$ cat config.mk
export PLATFORM = sky130hd
export DESIGN_NAME = instr_fetch_unit
export DESIGN_NICKNAME = d
export VERILOG_FILES = /design/src/rtl/instr_fetch_unit.sv
export SDC_FILE = /design/constraint.sdc
export NUM_CORES = 1
export LEC_CHECK = 0
export ABC_AREA = 1
export CORE_UTILIZATION = 40
export DETAILED_ROUTE_END_ITERATION = 10
export GPL_ROUTABILITY_DRIVEN = 0
export PLACE_DENSITY = 0.74
export SYNTH_ARGS = -nofsm -noshare
export SYNTH_HDL_FRONTEND = slang
export SYNTH_SLANG_ARGS = --single-unit
$ cat constraint.sdc
create_clock -name clk -period 3.4 [get_ports clk]
set_clock_uncertainty 0.15 [all_clocks]
set_input_delay 1.02 -clock clk [delete_from_list [all_inputs] [get_ports clk]]
set_output_delay 1.02 -clock clk [all_outputs]
set_load 0.05 [all_outputs]
$ cat src/rtl/instr_fetch_unit.sv
// Instruction fetch stage: owns the PC, fetches one word per instruction over a
// req/ack memory handshake and hands it to decode over a valid/ready handshake.
module instr_fetch_unit #(
  parameter int                ADDR_W   = 32,
  parameter logic [ADDR_W-1:0] RESET_PC = '0,
  parameter int                PC_INC   = 4
) (
  input  logic              clk,
  input  logic              rst_n,
  output logic              imem_req,
  output logic [ADDR_W-1:0] imem_addr,
  input  logic              imem_ack,
  input  logic [31:0]       imem_rdata,
  input  logic              redirect,
  input  logic [ADDR_W-1:0] redirect_pc,
  output logic              if_valid,
  input  logic              id_ready,
  output logic [31:0]       if_instr,
  output logic [5:0]        if_opcode,
  output logic [ADDR_W-1:0] if_pc,
  output logic [ADDR_W-1:0] if_pc_plus4
);

  typedef enum logic [1:0] {
    IDLE  = 2'd0,
    FETCH = 2'd1,
    HOLD  = 2'd2
  } fetch_state_e;

  localparam logic [ADDR_W-1:0] PcInc     = ADDR_W'(PC_INC);
  localparam logic [ADDR_W-1:0] AlignMask = ~ADDR_W'(3);

  fetch_state_e      state_q, state_d;
  logic [ADDR_W-1:0] pc_q, pc_d;
  logic [31:0]       instr_q, instr_d;
  logic [ADDR_W-1:0] ifPc_q, ifPc_d;
  logic [ADDR_W-1:0] ifPcPlus4_q, ifPcPlus4_d;
  logic              valid_q, valid_d;
  logic [ADDR_W-1:0] pcNext;

  // Sequential increment wraps naturally at the top of the address space.
  assign pcNext = pc_q + PcInc;

  always_ff @(posedge clk) begin
    if (!rst_n) begin
      state_q     <= IDLE;
      pc_q        <= RESET_PC;
      instr_q     <= '0;
      ifPc_q      <= '0;
      ifPcPlus4_q <= '0;
      valid_q     <= 1'b0;
    end else begin
      state_q     <= state_d;
      pc_q        <= pc_d;
      instr_q     <= instr_d;
      ifPc_q      <= ifPc_d;
      ifPcPlus4_q <= ifPcPlus4_d;
      valid_q     <= valid_d;
    end
  end

  always_comb begin
    state_d     = state_q;
    pc_d        = pc_q;
    instr_d     = instr_q;
    ifPc_d      = ifPc_q;
    ifPcPlus4_d = ifPcPlus4_q;
    valid_d     = valid_q;

    case (state_q)
      IDLE: begin
        state_d = FETCH;
      end
      FETCH: begin
        if (imem_ack) begin
          instr_d     = imem_rdata;
          ifPc_d      = pc_q;
          ifPcPlus4_d = pcNext;
          valid_d     = 1'b1;
          pc_d        = pcNext;
          state_d     = HOLD;
        end
      end
      HOLD: begin
        if (id_ready) begin
          valid_d = 1'b0;
          state_d = FETCH;
        end
      end
      default: begin
        valid_d = 1'b0;
        state_d = IDLE;
      end
    endcase

    // A redirect squashes both the in-flight fetch and any held instruction.
    if (redirect) begin
      pc_d    = redirect_pc & AlignMask;
      valid_d = 1'b0;
      state_d = IDLE;
    end
  end

  assign imem_req    = (state_q == FETCH);
  assign imem_addr   = pc_q;
  assign if_valid    = valid_q;
  assign if_instr    = instr_q;
  assign if_opcode   = instr_q[31:26];
  assign if_pc       = ifPc_q;
  assign if_pc_plus4 = ifPcPlus4_q;

endmodule
-- Word level (Yosys, flattened, before mapping)
Cells that the tools add are included.
- bits in latches: 0
- RAM bits: 0
- output and inout port bits: 136
- bits in read-only memories: 0
- logic and storage cells: 31
- memories: 0
- register bits: 131
- shifts and indexed selects: 0
- multipliers: 0
- reductions and logical operators: 8
- div/mod/pow operators: 0
- equality and inequality tests: 4
- bitwise gates (word level): 2
- multiplexer cells: 9
- add/subtract/negate cells: 1
- $lt $le $gt $ge: 0
- operators with widths (kind ; count):
    $mux W32 ; 3
    $add A32 B3 Y32 const B ; 1
    $pmux W2 S3 ; 1
    $reduce_and A2 Y1 ; 3
    $mux W2 ; 2
    $reduce_bool A2 Y1 ; 2
    $pmux W1 S3 ; 1
    $reduce_and A3 Y1 ; 1
    $eq A2 B1 Y1 const B ; 1
    $eq A2 B2 Y1 const B ; 1
    $logic_not A2 Y1 ; 1
    $mux W1 ; 2
    $ne A2 B1 Y1 const B ; 1
    $ne A2 B2 Y1 const B ; 1
    $not A1 Y1 ; 2
    $reduce_or A2 Y1 ; 1

-- Longest topological paths before layout
Gate-level depths: netlist of run 1.
- depth in word-level cells: 4
- gate-level depth with buffers: 9

-- Least setup slack after synthesis of run 1
No wires, ideal clock.
- path type: flip-flop to output port
- start: register instr_q[26], in the netlist if_instr[26]
- end: output if_opcode[0]
- arrival: 0.913 ns
- data required time: 2.230 ns
- buffers on the path: 1
- stages on the path, launching flop included: 2
- setup slack: 1.317 ns
- cell sequence: dfxtp_1 > buf_4
- RTL lines (item ; RTL line ; RTL):
    start, declared ; 35 ; logic [31:0] instr_q, instr_d;
    start signal, assigned ; 55 ; instr_q <= instr_d;
    end, declared ; 19 ; output logic [5:0] if_opcode,
No word-level cell between the ends.

-- Worst setup path in the final report of run 1
- start: register pc_q[4], in the netlist imem_addr[4]
- end: output imem_addr[4]
- RTL lines (item ; RTL line ; RTL):
    start, declared ; 34 ; logic [ADDR_W-1:0] pc_q, pc_d;
    start signal, assigned ; 54 ; pc_q <= pc_d;
    end, declared ; 11 ; output logic [ADDR_W-1:0] imem_addr,
No word-level cell between the ends.

==> results_dict.tcl, run 1 <==
set metrics [dict create \
    ant_nets 0 \
    gr-total-overflow 0 \
    crit_family "buffers and inverters" \
    fill_cells 1192 \
    crit_type "register to output pin" \
    crit_path_end_kind "output pin" \
    first_global_vias 5058 \
    timing.fmax_mhz 342.5 \
    cts_resized 0 \
    setup_slack_ns 0.4806 \
    antenna_found_initial 0 \
    pin_count 205 \
    hold_viol_final 0 \
    ys_top_cells_by_area "dfxtp_1 47%, nand2_1 16%, a21oi_1 9.0%, o21ai_0 6.8%, nand3_1 3.2%" \
    numCtsBuffers 17 \
    cts_tree "yes" \
    synth_seq_cells 125 \
    syn_area_um2 5375 \
    cts-root-buf "clkbuf_16" \
    synthToLayoutAreaGrowth_pct 47.35 \
    final_common_cell "nand2_1" \
    hpwlAfterDp_um 11470 \
    rsz0062_at_grt "no" \
    crit_chain "clkdlybuf4s50_1" \
    clk_pin_slew_ns 0.05 \
    period_share_pct 85.87 \
    grt_pass1_wl_um 26160 \
    outcome "complete, no violations" \
    pre_cts_ws_ns 0.7032 \
    ys_seq_area_share_pct 46.55 \
    total_power_mw 3.778 \
    port_buffers 196 \
    worst-path-max-fanout 7 \
    drc 0 \
    start_kind "register" \
    cts.sinks 125 \
    drv_cap 0 \
    cts.path.max_buffers 2 \
    final-setup-viol-count 0 \
    grt_max_degree 45 \
    layout_common_cells "236 x nand2_1, 195 x clkdlybuf4s50_1, 125 x dfxtp_1, 97 x a21oi_1, 73 x o21ai_0" \
    viasPerCell 4.924 \
    num_vias 5471 \
    cts_max_level 4 \
    die-area_um2 13910 \
    coreArea_um2 12880 \
    p_leak_nw 2.848 \
    yosysTopAreaCell "dfxtp_1" \
    synth_edf_count 0 \
    initial_core_util_pct 41.75 \
    drive_gt1_share_pct 6.922 \
    synth.top_cell.area_share_pct 46.55 \
    slew_headroom_pct 61.78 \
    synth.distinct_cells 28 \
    synth-main-ff-cell "dfxtp_1" \
    synthArstFlopShare_pct 0 \
    insertion_delay_ns 0.41 \
    diodes 0 \
    slowest_stage "clkdlybuf4s50_1" \
    required_ns 2.23 \
    ys_warn_count 0 \
    maxSlewViolCount 0 \
    ir_drop_mv 0.3438 \
    drt_pass1_iterations 5 \
    syn_inst 750 \
    worst-path-buf-inv 1 \
    nets 998 \
    hold_class "register to register" \
    track_usage_pct 23.97 \
    die_y_um 117.9 \
    totalWireLength_um 16300 \
    worst_pin_slew_ns 0.5713 \
    finalSetupTns_ns 0 \
    critical-path-max-stage-delay_ns 0.87 \
    die_w_um 117.9 \
    hold_buffers 0 \
    post_cts_buffers 0 \
    num_rows 41 \
    powerDensity_nw_per_um2 477.0 \
    avgSynthCellArea_um2 7.167 \
    period_needed_ns 2.919 \
    wl_per_cell_um 14.67 \
    cp.arrival_ns 1.75 \
    drt_iter0_markers 473 \
]
Yosys cell counts (2+ instances only):
library cell  number
xor2_1             3
nand2_1          236
inv_2              2
or2_2              2
a21oi_1           97
nand3_1           34
o21ai_2            3
a21oi_2            3
and2_1             2
o21ai_0           73
nor2_4             6
clkbuf_1          21
nand3_2            3
inv_1             41
buf_4             18
buf_1              3
nor2_2             4
nand2_2            7
buf_2              9
nor2_1            34
dfxtp_1          125
o21ai_1           18
kinds of logic (layout without fill, tap and decap cells):
group | Yosys count | count (layout) | share of synthesized area, %
other | 1 | 6 | 0.06977
XOR/XNOR | 3 | 3 | 0.4889
adder cells (fa/ha/maj) | 1 | 1 | 0.2327
AO/OA/AOI/OAI | 196 | 196 | 18.74
buffers and inverters | 95 | 279 | 8.124
flip-flops | 125 | 125 | 46.55
AND/OR/NAND/NOR | 329 | 329 | 25.79
flip-flops by register name, summed over array words and instances, names as in the netlist:
register,count
if_pc,30
state_q,2
if_instr,32
imem_addr,30
if_pc_plus4,30
if_valid,1
power by group:
part | total (mW) | internal [mW] | switching, mW
clock network | 1.59 | 0.999 | 0.591
logic | 0.615 | 0.219 | 0.395
registers | 1.57 | 1.53 | 0.0482
per-stage QoR:
step / util [%] / cell area (um2) / cells / hold slack [ns]
final: 61.51 / 7920 / 1111 / 0.3109
after global routing: 61.51 / 7920 / 1111 / 0.3307
after CTS: 61.51 / 7920 / 1111 / 0.3131
after detailed placement: 57.51 / 7405 / 1081 / 0.3045
after global placement: 57.51 / 7405 / 1081 / 0.3014
after floorplan: - / 5394 / 755 / 0.3024
cell type report:
cell class | instances | area, um2 | share of cell area, %
multi-input combinational | 535 | 2455 | 31.00
tap | 172 | 215.2 | 2.717
clock buffer | 29 | 510.5 | 6.445
timing repair buffer | 206 | 2069 | 26.13
sequential | 125 | 2502 | 31.60
inverter | 43 | 162.7 | 2.054
clock inverter | 1 | 5.005 | 0.06319
per-layer routing:
metal  wire length [um]  GRT usage [%]
met5                  0              0
met4                295          9.455
met3               1310          7.074
met2               7758          39.30
met1               6930          29.35
worst paths after layout:
| path | start | endpoint | slack, ns | depth (start not counted) |
|---|---|---|---|---|
| setup / recovery | imem_addr[4]$_SDFFE_PN0P_ | imem_addr[4] | 0.48 | 1 |
| hold / removal | if_instr[23]$_SDFFE_PN0P_ | if_instr[23]$_SDFFE_PN0P_ | 0.31 | 2 |
| setup reg to reg | imem_addr[3]$_SDFFE_PN0P_ | imem_addr[20]$_SDFFE_PN0P_ | 1.54 | 9 |
| hold reg to reg | if_instr[23]$_SDFFE_PN0P_ | if_instr[23]$_SDFFE_PN0P_ | 0.31 | 2 |
No activity file was read; power rests on OpenSTA's default activity.
==> run 2: changes to the inputs <==
--- a/config.mk
+++ b/config.mk
@@ -6,9 +6,9 @@
 export NUM_CORES = 1
 export LEC_CHECK = 0
 export ABC_AREA = 1
+export CAP_MARGIN = 25
 export CORE_UTILIZATION = 40
 export DETAILED_ROUTE_END_ITERATION = 10
-export GPL_ROUTABILITY_DRIVEN = 0
 export PLACE_DENSITY = 0.74
 export SYNTH_ARGS = -nofsm -noshare
 export SYNTH_HDL_FRONTEND = slang
==> results of run 2 <==
No change in the layout: final DEF, timing and power equal those of run 1.
